[config.mk]
export PLATFORM = sky130hd
export DESIGN_NAME = dot_acc16
export DESIGN_NICKNAME = d
export VERILOG_FILES = /design/src/rtl/dot_acc16.sv
export SDC_FILE = /design/constraint.sdc
export NUM_CORES = 1
export LEC_CHECK = 0
export CAP_MARGIN = 5
export CELL_PAD_IN_SITES_DETAIL_PLACEMENT = 1
export CELL_PAD_IN_SITES_GLOBAL_PLACEMENT = 2
export CORE_UTILIZATION = 28
export DETAILED_ROUTE_END_ITERATION = 10
export GPL_ROUTABILITY_DRIVEN = 0
export HOLD_SLACK_MARGIN = 0.08
export PLACE_DENSITY = 0.8
export SKIP_LAST_GASP = 1
export SLEW_MARGIN = 20
export SYNTH_ARGS = -nofsm -noshare
export SYNTH_HDL_FRONTEND = slang
export SYNTH_SLANG_ARGS = --single-unit
[constraint.sdc]
create_clock -name clk -period 2.6 [get_ports clk]
set_input_delay 0.52 -clock clk [delete_from_list [all_inputs] [get_ports clk]]
set_output_delay 0.52 -clock clk [all_outputs]
set_load 0.05 [all_outputs]
[src/rtl/dot_acc16.sv]
// dot_acc16 -- saturating dot-product accumulator for one frame of signed
// 16-bit product terms (output of an 8x8 signed multiplier stage).
//
// A frame opens with the first accepted term and closes with the accepted
// term that carries p_last. The frame sum, the number of terms and a sticky
// saturation flag are then held on r/r_cnt/r_ovf with r_valid high until
// downstream takes them with r_ready. The block accepts nothing while a
// result is held, and it accepts nothing on the handshake cycle either.
//
// Ports
//   clk      in   sole clock, rising edge
//   rst      in   asynchronous, active-high reset
//   p        in   [15:0] signed product term
//   p_valid  in   p/p_last valid this cycle
//   p_last   in   p is the final term of the frame (only with p_valid)
//   p_ready  out  a term is accepted this cycle if p_valid is high
//   r        out  [ACC_W-1:0] signed saturated frame sum
//   r_cnt    out  [7:0] accepted terms in the frame, saturating at 255
//   r_ovf    out  the frame clamped at least once
//   r_valid  out  r/r_cnt/r_ovf hold a completed frame
//   r_ready  in   downstream takes the result this cycle
module dot_acc16 #(
  parameter int ACC_W = 24
) (
  input  logic             clk,
  input  logic             rst,
  input  logic [15:0]      p,
  input  logic             p_valid,
  input  logic             p_last,
  output logic             p_ready,
  output logic [ACC_W-1:0] r,
  output logic [7:0]       r_cnt,
  output logic             r_ovf,
  output logic             r_valid,
  input  logic             r_ready
);

  typedef enum logic [1:0] {
    IDLE = 2'd0,
    ACC  = 2'd1,
    HOLD = 2'd2
  } state_t;

  // Clamp limits expressed one bit wider than the accumulator so the true
  // sum of a full-range accumulator and a term can be compared exactly.
  localparam logic signed [ACC_W:0] SUM_MAX = {2'b00, {(ACC_W-1){1'b1}}};
  localparam logic signed [ACC_W:0] SUM_MIN = {2'b11, {(ACC_W-1){1'b0}}};

  state_t           state_r;
  logic [ACC_W-1:0] acc_r;
  logic [7:0]       cnt_r;
  logic             ovf_r;
  logic             valid_r;

  logic             accept_s;
  logic [ACC_W:0]   sum_s;      // {clamped, clamped value}
  logic [ACC_W-1:0] first_s;
  logic [7:0]       cnt_inc_s;

  // Sign-extend a 16-bit term to accumulator width.
  function automatic logic [ACC_W-1:0] sext_term(input logic [15:0] t);
    return {{(ACC_W-16){t[15]}}, t};
  endfunction

  // Add a term to the accumulator and clamp into the signed ACC_W range.
  // The MSB of the result reports whether the clamp was applied.
  function automatic logic [ACC_W:0] sat_add(input logic [ACC_W-1:0] a,
                                             input logic [15:0]      t);
    logic signed [ACC_W:0] s;
    logic [ACC_W:0]        res;
    s = $signed({a[ACC_W-1], a}) + $signed({{(ACC_W-15){t[15]}}, t});
    if (s > SUM_MAX) begin
      res = {1'b1, SUM_MAX[ACC_W-1:0]};
    end else if (s < SUM_MIN) begin
      res = {1'b1, SUM_MIN[ACC_W-1:0]};
    end else begin
      res = {1'b0, s[ACC_W-1:0]};
    end
    return res;
  endfunction

  // Term counter increment that sticks at 255.
  function automatic logic [7:0] cnt_sat_inc(input logic [7:0] c);
    logic [7:0] res;
    if (c == 8'd255) begin
      res = c;
    end else begin
      res = c + 8'd1;
    end
    return res;
  endfunction

  // p_ready follows the state register but is forced low during reset,
  // because reset parks the state in IDLE where p_ready would otherwise be 1.
  assign p_ready   = ~rst & (state_r != HOLD);
  assign accept_s  = p_valid & p_ready;
  assign sum_s     = sat_add(acc_r, p);
  assign first_s   = sext_term(p);
  assign cnt_inc_s = cnt_sat_inc(cnt_r);

  assign r       = acc_r;
  assign r_cnt   = cnt_r;
  assign r_ovf   = ovf_r;
  assign r_valid = valid_r;

  // Frame FSM with accumulator, counter, overflow flag and r_valid register.
  always_ff @(posedge clk or posedge rst) begin
    if (rst) begin
      state_r <= IDLE;
      acc_r   <= {ACC_W{1'b0}};
      cnt_r   <= 8'd0;
      ovf_r   <= 1'b0;
      valid_r <= 1'b0;
    end else begin
      case (state_r)
        IDLE: begin
          if (accept_s) begin
            // First term of a frame cannot overflow since ACC_W > 16.
            acc_r <= first_s;
            cnt_r <= 8'd1;
            ovf_r <= 1'b0;
            if (p_last) begin
              state_r <= HOLD;
              valid_r <= 1'b1;
            end else begin
              state_r <= ACC;
            end
          end
        end
        ACC: begin
          if (accept_s) begin
            acc_r <= sum_s[ACC_W-1:0];
            cnt_r <= cnt_inc_s;
            ovf_r <= ovf_r | sum_s[ACC_W];
            if (p_last) begin
              state_r <= HOLD;
              valid_r <= 1'b1;
            end
          end
        end
        HOLD: begin
          // Result registers are left untouched so they stay stable while held.
          if (r_ready) begin
            state_r <= IDLE;
            valid_r <= 1'b0;
          end
        end
        default: begin
          state_r <= IDLE;
          valid_r <= 1'b0;
        end
      endcase
    end
  end

endmodule

==> key figures <==
Run status
  – Status: complete, but fails checks
  – Failing checks: setup timing

Logic synthesis
  – XOR/XNOR Fraction of Synth Area: 0.0660
  – Top_reg_cell synth: dfrtp_1
  – Yosys top cell area share: 0.295
  – Post-Syn Nets: 413
  – Register area share after synthesis: 0.295
  – Synth Area in Simple Gates: 0.195
  – Post-synthesis register bit count: 36
  – Synth area leader: dfrtp_1
  – Post-synth EDFFs: 0
  – Main combinational cell family by area after synthesis: compound AO/OA/AOI/OAI gates
  – Compound-Gate Fraction of Synth Area: 0.286
  – Area of the mapped netlist: 3050 µm²
  – Async SR Flop Fraction: 1.00
  – Synthesis Warnings: 0
  – Area contributors post-synth: dfrtp_1 (29%), ha_1 (10%), a21oi_1 (5.6%)
  – Post-synth cell types: 57
  – Syn Area/Cell: between 8 and 9 µm²
  – Synth Area in Adders: 0.109
  – Mux share of post-synthesis cell area: 0.00696
  – Cells after Synth: 366

STA
  – RSZ-0062 raised after global routing: true
  – Highest clock rate: 0.348 GHz
  – Max-slew headroom: 0.654
  – Slew Viols, Final: 0
  – Final period util: 1.11
  – Clock skew: 7.22 ps
  – Setup ws final: -274 ps
  – WHS: 556 ps
  – Setup TNS: -5610 ps
  – Minimum clock period: roughly 2900 ps
  – Worst Tran Pin Value: 518 ps
  – Final setup fails: 25
  – Final Hold Fails: 0

Detailed routing
  – Via/cell ratio: 5.21
  – Antenna viol nets, final: 0
  – Wire per inst: 17.7 µm
  – Via count: between 3000 and 4000
  – Drt drc: 0
  – Drt first pass iters: 4
  – Total wire length: 11.9 mm
  – DRT iter0 DRCs: 96

Floorplanning
  – Starting density of the core: 0.292
  – Row cnt: 37
  – Die width: about 110 µm
  – Core Region: 10500 µm²
  – Die Area: 11300 µm²
  – # IOs: 56
  – Overall die height: about 110 µm

Global routing
  – Antenna violations before repair: 0
  – Gr ovfl total: 0
  – Pin count of the biggest net entering global routing: 37
  – Gr usage total: 0.213
  – Vias in the first global route: 3798
  – First-pass GRT wire length: slightly below 20 mm

Hold path
  – Worst Hold Class: reg2reg

Job
  – Max_cap viols: 0

Placement
  – HPWL after detailed placement: 8.08 mm
  – Pre-CTS WS: -1250 ps
  – Port Buffers: 55

Layout
  – Leading cell type in the layout, fill and taps excluded: buf_4
  – Commonest non-fill, non-tap cells in the layout: buf_4 (113), clkdlybuf4s50_1 (39), nor2_1 (36), dfrtp_1 (31), a21oi_1 (29)
  – Final nets: 581
  – Layout cell share with drive strength beyond 1: 0.389
  – Final Util: 0.488
  – Diode count: 0
  – Area growth syn-to-layout: 67.1%

Critical path
  – Crit start category: primary input
  – CP peak stage delay: between 300 and 400 ps
  – CP Max Fanout: 7
  – Critical path capture point type: register
  – Worst path cell trace: clkdlybuf4s15_2 -> ha_1 -> and3_1 -> a221o_1 -> a31o_1 -> buf_4 -> a211o_1 -> buf_4 -> o21ai_4 -> buf_6 -> nand2_1 -> a211oi_2
  – Worst endpoint required time: 2830 ps
  – Crit path top cell by count: buf_4
  – Critical path class: in2reg
  – Slowest stage cell, crit path: ha_1
  – CP Data Arrival Time: 3110 ps

Power and ir drop
  – PwrDens: between 1000 and 1500 nW/µm²
  – Max rail drop VDD: 582 µV
  – Pleak: 2.19 nW
  – Total Power: a little over 6 mW

Clocking
  – Maximum root-to-sink buffer count: 2
  – Clock sink count: 36
  – Worst-path clk slew: 90 ps
  – H-tree depth: 2
  – Post-CTS Hold Buffers: 0
  – CTS tree: done
  – TritonCTS buffer count: 5
  – Root buffer cell: clkbuf_8
  – Clk_lat worst skew: 310 ps
-- report_power, final --
group          switching, mW  internal, mW  total [mW]
sequential             0.175         0.740       0.914
combinational           2.59          2.27        4.86
clock                  0.261         0.190       0.451
-- path summary, 6_finish.rpt --
path	from	slack, ps	cells past startpoint	to
max	p[15]	-270	12	r[8]$_DFFE_PP0P_
min	state_r[1]$_DFFE_PP0P_	560	1	state_r[0]$_DFFE_PP0P_
max reg2reg	r[0]$_DFFE_PP0P_	-270	12	r[9]$_DFFE_PP0P_
min reg2reg	state_r[1]$_DFFE_PP0P_	560	1	state_r[0]$_DFFE_PP0P_
max in group asynchronous	rst	1480	3	r[21]$_DFFE_PP0P_
min in group asynchronous	rst	740	3	r_cnt[0]$_DFFE_PP0P_
-- worst max-delay path, delay by kind of cell --
kind	cells	cell delay (ps)
adder cells (fa/ha/maj)	1	330
AO/OA/AOI/OAI	5	1210
buffers and inverters	4	740
AND/OR/NAND/NOR	2	290
-- sequential cells by signal, summed over array words and instances, names as in the netlist --
register / cells
r: 24
r_cnt: 8
r_ovf: 1
r_valid: 1
state_r: 2
-- kinds of logic after synthesis --
logic type | count (synthesis)
AOI/OAI and AO/OA | 121
xor gates and xnor gates | 23
adders and majority gates | 26
buffers and inverters | 29
DFF | 36
muxes | 2
and+or+nand+nor | 129
-- metrics by stage --
step                      cells  area (µm²)
after detailed placement    643        4500
after global routing        671        5100
after floorplan             366        3080
final                       671        5100
after CTS                   665        4970
after global placement      643        4500
-- cell usage after synthesis, types with 3 or more instances --
master and n:
nand2_1 38, clkbuf_1 7, o21ai_0 25, a211oi_2 10, xnor2_1 14, or3_1 4, o21ai_2 3, ha_1 25
nand3_1 7, dfrtp_1 36, a21oi_1 34, nor2b_1 3, nor3_1 18, o31ai_1 3, nand4_1 9, buf_2 5
a31oi_1 3, a21o_1 7, xor2_1 9, and3_1 3, inv_1 13, o21a_1 6, a211oi_1 7, o211ai_1 4
nor2_1 37
-- area by class of cell --
class / count / area (µm²)
clock buffers: 5 / 68.8
well taps: 136 / 170
repair buffers: 177 / 1520
multi-input cells: 301 / 2360
flip-flops and latches: 36 / 907
clock inverters: 3 / 23.8
fillers: 1267 / 5360
inverters: 13 / 52.6
-- metal layers --
layer  wire length (µm)  up-vias  GRT usage
li1                   -     1677          -
met1               5190     1749      0.258
met2               6230       51      0.394
met3                231       16     0.0202
met4                222        0     0.0675
met5                  0        -          0
-- repair_timing --
| action | in CTS | in global routing |
|---|---|---|
| resized for setup | 65 | 21 |
| hold endpoints to repair | 0 | 0 |
| pin swaps | 24 | 15 |
| setup endpoints to repair | 25 | 25 |
| cloned | 2 | 0 |
| buffers inserted | 13 | 7 |
Power figures use the tool's default switching activity.
